File: src/rtl/fact_engine_if.sv
// Handshake and result bundle for fact_engine: start/n_in request in,
// result/done/busy/ovf status out.
interface fact_engine_if;
    logic        start;
    logic [4:0]  n_in;
    logic [31:0] result;
    logic        done;
    logic        busy;
    logic        ovf;

    modport master (
        output start,
        output n_in,
        input  result,
        input  done,
        input  busy,
        input  ovf
    );

    modport slave (
        input  start,
        input  n_in,
        output result,
        output done,
        output busy,
        output ovf
    );
endinterface

File: src/rtl/fact_engine.sv
// Sequential n! engine (n = 0..31) built on a 5-cycle shift-add multiply per factor.
// Optional macro FACT_OVF_SAT_EN saturates result to all-ones when ovf is set.
module fact_engine (
    input  logic         clk,
    input  logic         rst,
    fact_engine_if.slave bus
);
    localparam int DATA_W = 32;
    localparam int PROD_W = DATA_W + 5;

`ifdef FACT_OVF_SAT_EN
    localparam bit SAT_EN = 1'b1;
`else
    localparam bit SAT_EN = 1'b0;
`endif

    typedef enum logic [2:0] {IDLE, CHECK, MUL, NEXT, DONE} state_t;

    state_t              state, state_nxt;
    logic [4:0]          n, n_nxt;
    logic [DATA_W-1:0]   acc, acc_nxt;
    logic [PROD_W-1:0]   prod, prod_nxt;
    logic [5:0]          k, k_nxt;
    logic [2:0]          i, i_nxt;
    logic [DATA_W-1:0]   result_q, result_nxt;
    logic                ovf_q, ovf_nxt;
    logic                done_q, done_nxt;
    logic                busy_q, busy_nxt;
    logic [PROD_W-1:0]   addend;

    function automatic logic [DATA_W-1:0] final_result(input logic [DATA_W-1:0] a,
                                                       input logic flag);
        return (SAT_EN && flag) ? {DATA_W{1'b1}} : a;
    endfunction

    // Partial product for the current multiplier bit of k
    assign addend = {{(PROD_W-DATA_W){1'b0}}, acc} << i;

    always_comb begin
        state_nxt  = state;
        n_nxt      = n;
        acc_nxt    = acc;
        prod_nxt   = prod;
        k_nxt      = k;
        i_nxt      = i;
        result_nxt = result_q;
        ovf_nxt    = ovf_q;

        case (state)
            IDLE: begin
                if (bus.start) begin
                    n_nxt     = bus.n_in;
                    acc_nxt   = {{(DATA_W-1){1'b0}}, 1'b1};
                    k_nxt     = 6'd2;
                    ovf_nxt   = 1'b0;
                    state_nxt = CHECK;
                end
            end
            CHECK: begin
                if (k > {1'b0, n}) begin
                    result_nxt = final_result(acc, ovf_q);
                    state_nxt  = DONE;
                end else begin
                    prod_nxt  = '0;
                    i_nxt     = 3'd0;
                    state_nxt = MUL;
                end
            end
            MUL: begin
                if (k[i]) begin
                    prod_nxt = prod + addend;
                end
                i_nxt = i + 3'd1;
                if (i == 3'd4) begin
                    state_nxt = NEXT;
                end
            end
            NEXT: begin
                acc_nxt   = prod[DATA_W-1:0];
                ovf_nxt   = ovf_q | (|prod[PROD_W-1:DATA_W]);
                k_nxt     = k + 6'd1;
                state_nxt = CHECK;
            end
            DONE: begin
                state_nxt = IDLE;
            end
            default: begin
                state_nxt = IDLE;
            end
        endcase

        // Status flags are registered from the next state so they align with it
        done_nxt = (state_nxt == DONE);
        busy_nxt = (state_nxt != IDLE);
    end

    always_ff @(posedge clk) begin
        if (rst) begin
            state    <= IDLE;
            n        <= '0;
            acc      <= '0;
            prod     <= '0;
            k        <= '0;
            i        <= '0;
            result_q <= '0;
            ovf_q    <= 1'b0;
            done_q   <= 1'b0;
            busy_q   <= 1'b0;
        end else begin
            state    <= state_nxt;
            n        <= n_nxt;
            acc      <= acc_nxt;
            prod     <= prod_nxt;
            k        <= k_nxt;
            i        <= i_nxt;
            result_q <= result_nxt;
            ovf_q    <= ovf_nxt;
            done_q   <= done_nxt;
            busy_q   <= busy_nxt;
        end
    end

    assign bus.result = result_q;
    assign bus.ovf    = ovf_q;
    assign bus.done   = done_q;
    assign bus.busy   = busy_q;
endmodule

File: src/flat_wrapper.sv
// flat-port wrapper written by rule: the top's interface ports become plain ports
module fact_engine_flat 
  (clk, rst, bus_start, bus_n_in, bus_result, bus_done, bus_busy, bus_ovf);
  fact_engine_if bus_i ();
  input  logic clk;
  input  logic rst;
  input wire logic [$bits(bus_i.start)-1:0] bus_start;
  input wire logic [$bits(bus_i.n_in)-1:0] bus_n_in;
  output wire logic [$bits(bus_i.result)-1:0] bus_result;
  output wire logic [$bits(bus_i.done)-1:0] bus_done;
  output wire logic [$bits(bus_i.busy)-1:0] bus_busy;
  output wire logic [$bits(bus_i.ovf)-1:0] bus_ovf;
  assign bus_i.start = bus_start;
  assign bus_i.n_in = bus_n_in;
  assign bus_result = bus_i.result;
  assign bus_done = bus_i.done;
  assign bus_busy = bus_i.busy;
  assign bus_ovf = bus_i.ovf;
  fact_engine u_core (.clk(clk), .rst(rst), .bus(bus_i));
endmodule
File: config.mk
export PLATFORM = sky130hd
export DESIGN_NAME = fact_engine_flat
export DESIGN_NICKNAME = d
export VERILOG_FILES = /design/src/rtl/fact_engine_if.sv /design/src/rtl/fact_engine.sv /design/src/flat_wrapper.sv
export SDC_FILE = /design/constraint.sdc
export NUM_CORES = 1
export LEC_CHECK = 0
export CELL_PAD_IN_SITES_DETAIL_PLACEMENT = 1
export CELL_PAD_IN_SITES_GLOBAL_PLACEMENT = 1
export CORE_MARGIN = 1.5
export CORE_UTILIZATION = 48
export DETAILED_ROUTE_END_ITERATION = 8
export GPL_TIMING_DRIVEN = 0
export HOLD_SLACK_MARGIN = 0.15
export PLACE_DENSITY_LB_ADDON = 0.1
export SETUP_SLACK_MARGIN = 0.4
export SLEW_MARGIN = 30
export SYNTH_ARGS = -nofsm -noshare
export SYNTH_HDL_FRONTEND = slang
export SYNTH_SLANG_ARGS = --single-unit
File: constraint.sdc
create_clock -name clk -period 6.18 [get_ports clk]
set_clock_uncertainty 0.15 [all_clocks]
set_input_delay 0.618 -clock clk [delete_from_list [all_inputs] [get_ports clk]]
set_output_delay 0.618 -clock clk [all_outputs]
set_load 0.005 [all_outputs]
==> flow_summary.toml, run 1 <==
[outcome]
status = "complete, no violations"

[logic_synthesis]
synth_top_area_cell = "dfxtp_1"
async_reset_ff_frac = 0
synth_nets = 906
synthTopCellsByArea = "dfxtp_1 (32%), ha_1 (7.3%), mux4_2 (6.3%)"
yosys.area.top_type_share = 0.322
avgSynthCellArea_um2 = 8.83
synth_flop_cell = "dfxtp_1"
synth-seq-area-share = 0.322
syn-cell-area_um2 = 7530
synth_edf_count = 0
synth_warnings = 0
synth_cell_types = 68
synthCells = 853
yosys_register_bits = 121

[worst_setup_path]
crit_path_end_kind = "register"
critPathRequiredTime_ps = 6400
worst_path_largest_cell_delay_ps = 570
crit_path_max_fanout = 10
start_kind = "register"
critPathArrivalTime_ps = 5630
path_class = "register to register"
cp_slowest_cell = "buf_1"
crit_chain = "buf_2 -> buf_1 -> buf_1 -> mux2i_1 -> o21ai_0 -> nand2_1 -> o21ai_0 -> ha_1 -> nand2_1 -> nor2_1 -> a21oi_2 -> o21ai_2 -> a21bo_4 -> a41oi_2 -> or4_1 -> a2111oi_0 -> nand3b_1"

[global_routing]
met2_usage = 0.543
met1_usage = 0.405
track_usage = 0.321
overflow = 0
grt.busiest_layer = "met2"
antenna_found_initial = 0
grt_pass1_wl_um = 40500
grt_start_max_net_pins = 17
use_met3 = 0.0597
grt_pass1_vias = 7441

[final_layout]
fillers = 1789
area_growth_pct = 16.8
postLayoutCellArea_um2 = 8800
multi_input_area_um2 = 4810
seq_area_um2 = 2420
diodes = 0
drive_gt1_frac = 0.119
utilization = 0.577
nets = 967

[place]
io_buffers = 42
routabilityCongestion = 0.941
dp_hpwl_um = 18600
place_area_um2 = 8210

[floorplanning]
die_h_um = 128
num_rows = 45
start_util = 0.493
design.core.area_um2 = 15300
dieArea_um2 = 16400
ios = 43
die_x_um = 128

[routing]
routed_wirelength_um = 25300
drc = 0
vias = 6986
ant_nets = 0
wl_per_cell_um = 22.2
drtPass1Iterations = 4
drtIter0Drc = 419
routed_via_density = 6.14

[pwr]
powerDensity_nw_per_um2 = 226
p_leak_nw = 3.67
power.total_mw = 1.99
vdd_drop_max_mv = 0.260

[sta]
whs_ps = 307
relSlewSlack = 0.388
rsz0062_at_grt = "false"
hold_viol_final = 0
fmax_mhz = 185
setup_viol = 0
tightest_slew_ps = 906
fin_crit_ps = 5400
slew_viol_final = 0
fin_setup_tns_ps = 0
post-route-period-util = 0.874

[hold_path]
hold_class = "register to register"

[cts]
ctsHoldBuffers = 0
clk_latency_ps = 430
clock-sinks = 121
post_cts_buffers = 0
cts.clk_slew.worst_paths_ps = 60
cts_buffers = 17
cts_buffer_depth = 2
cts_tree = "done"
h-tree-depth = 4
cts-resized-gates = 0
root_buffer = "clkbuf_16"

[job]
maxCapViolations = 0
final timing paths:
| path | start | to | slack [ps] | depth (start not counted) |
|---|---|---|---|---|
| worst min register to register | u_core.n[4] | u_core.n[4] | 310 | 2 |
| worst max-delay path | u_core.i[1] | u_core.prod[35] | 780 | 17 |
| worst max register to register | u_core.i[1] | u_core.prod[35] | 780 | 17 |
| worst min-delay path | u_core.n[4] | u_core.n[4] | 310 | 2 |
layout make-up:
type / count / share of cell area
clock inverter: 11 / 0.0139
tap: 211 / 0.0300
sequential: 121 / 0.275
timing repair buffer: 42 / 0.0478
buffer: 55 / 0.0266
multi-input combinational: 661 / 0.547
inverter: 16 / 0.00683
clock buffer: 21 / 0.0523
Yosys cell counts (2+ instances only):
cell / instances
o21a_1: 11
mux2i_1: 44
nand3_1: 16
a211o_1: 3
a221o_1: 3
or4_1: 2
and2_1: 7
a211oi_2: 2
a21oi_1: 47
o21ai_2: 3
and3_1: 3
dfxtp_1: 121
a31oi_1: 5
nor3_1: 7
nand2b_1: 4
o21ai_0: 21
o22ai_1: 5
o21ai_1: 17
xor2_1: 14
nand3b_1: 3
a21o_1: 22
o211ai_1: 3
a22oi_1: 46
a2111oi_0: 2
o41ai_1: 2
xnor2_1: 18
nor2_1: 125
mux4_2: 21
mux2_2: 27
a311oi_1: 3
nor3b_1: 3
nor2b_1: 8
inv_1: 15
ha_1: 44
nand2_1: 69
or3_1: 2
nand4_1: 8
buf_1: 8
clkbuf_1: 30
o21bai_1: 8
buf_2: 16
a211oi_1: 9
metal layers:
layer | part of all wire | vias up | wire (um)
met3 | 0.046 | 57 | 1170
met2 | 0.48 | 214 | 12200
met4 | 0.029 | 0 | 743
li1 | - | 3233 | -
met5 | 0 | - | 0
met1 | 0.44 | 3482 | 11200
kinds of logic after synthesis:
logic type / share of synthesized area
AOI/OAI and AO/OA: 0.209
DFF: 0.322
adders and majority gates: 0.0758
and+or+nand+nor: 0.156
buffers and inverters: 0.0390
xor gates and xnor gates: 0.0372
muxes: 0.162
flip-flops by register name (all words and copies together), names as in the netlist:
| name | cells |
|---|---|
| u_core.i | 3 |
| u_core.prod | 37 |
| u_core.acc | 32 |
| u_core.k | 6 |
| u_core.bus.result | 32 |
| u_core.bus.done | 1 |
| u_core.bus.busy | 1 |
| u_core.state | 3 |
| u_core.bus.ovf | 1 |
| u_core.n | 5 |
worst max-delay path: cells and delay by family (launching register included):
family	cells	cell delay (ps)
muxes	1	290
DFF	1	430
buffers and inverters	3	1380
adders and majority gates	1	450
AOI/OAI and AO/OA	7	1590
and+or+nand+nor	5	1040
power breakdown:
part,internal [mW],switching (mW)
Combinational,0.0680,0.133
Clock,0.612,0.382
Sequential,0.789,0.00845
Total,1.47,0.523
placed cells by master (no fill, tap or decap), types with 21 or more instances in the layout:
| cell type | count |
|---|---|
| clkbuf_1 | 32 |
| dfxtp_1 | 121 |
| mux2i_1 | 44 |
| nor2_1 | 125 |
| mux2_2 | 27 |
| a22oi_1 | 46 |
| nand2_1 | 69 |
| a21o_1 | 22 |
| ha_1 | 44 |
| a21oi_1 | 47 |
| mux4_2 | 21 |
| o21ai_0 | 21 |
| clkdlybuf4s50_1 | 42 |
stage by stage:
stage	setup WS, ps	instances
finish	776	1138
global route	479	1138
CTS	932	1138
detailed placement	1000	1106
global placement	1170	1106
floorplan	2030	853
Power figures use the tool's default switching activity.
==> inputs of run 2 (changes only) <==
Settings changed: SLEW_MARGIN 30 to default.
==> results of run 2 <==
No change in the layout: final DEF, timing and power equal those of run 1.
==> inputs of run 3 (changes only) <==
Settings changed: CTS_CLUSTER_DIAMETER from default to 120, SLEW_MARGIN from default to 20.
==> results of run 3 <==
No change in the layout: final DEF, timing and power equal those of run 1.
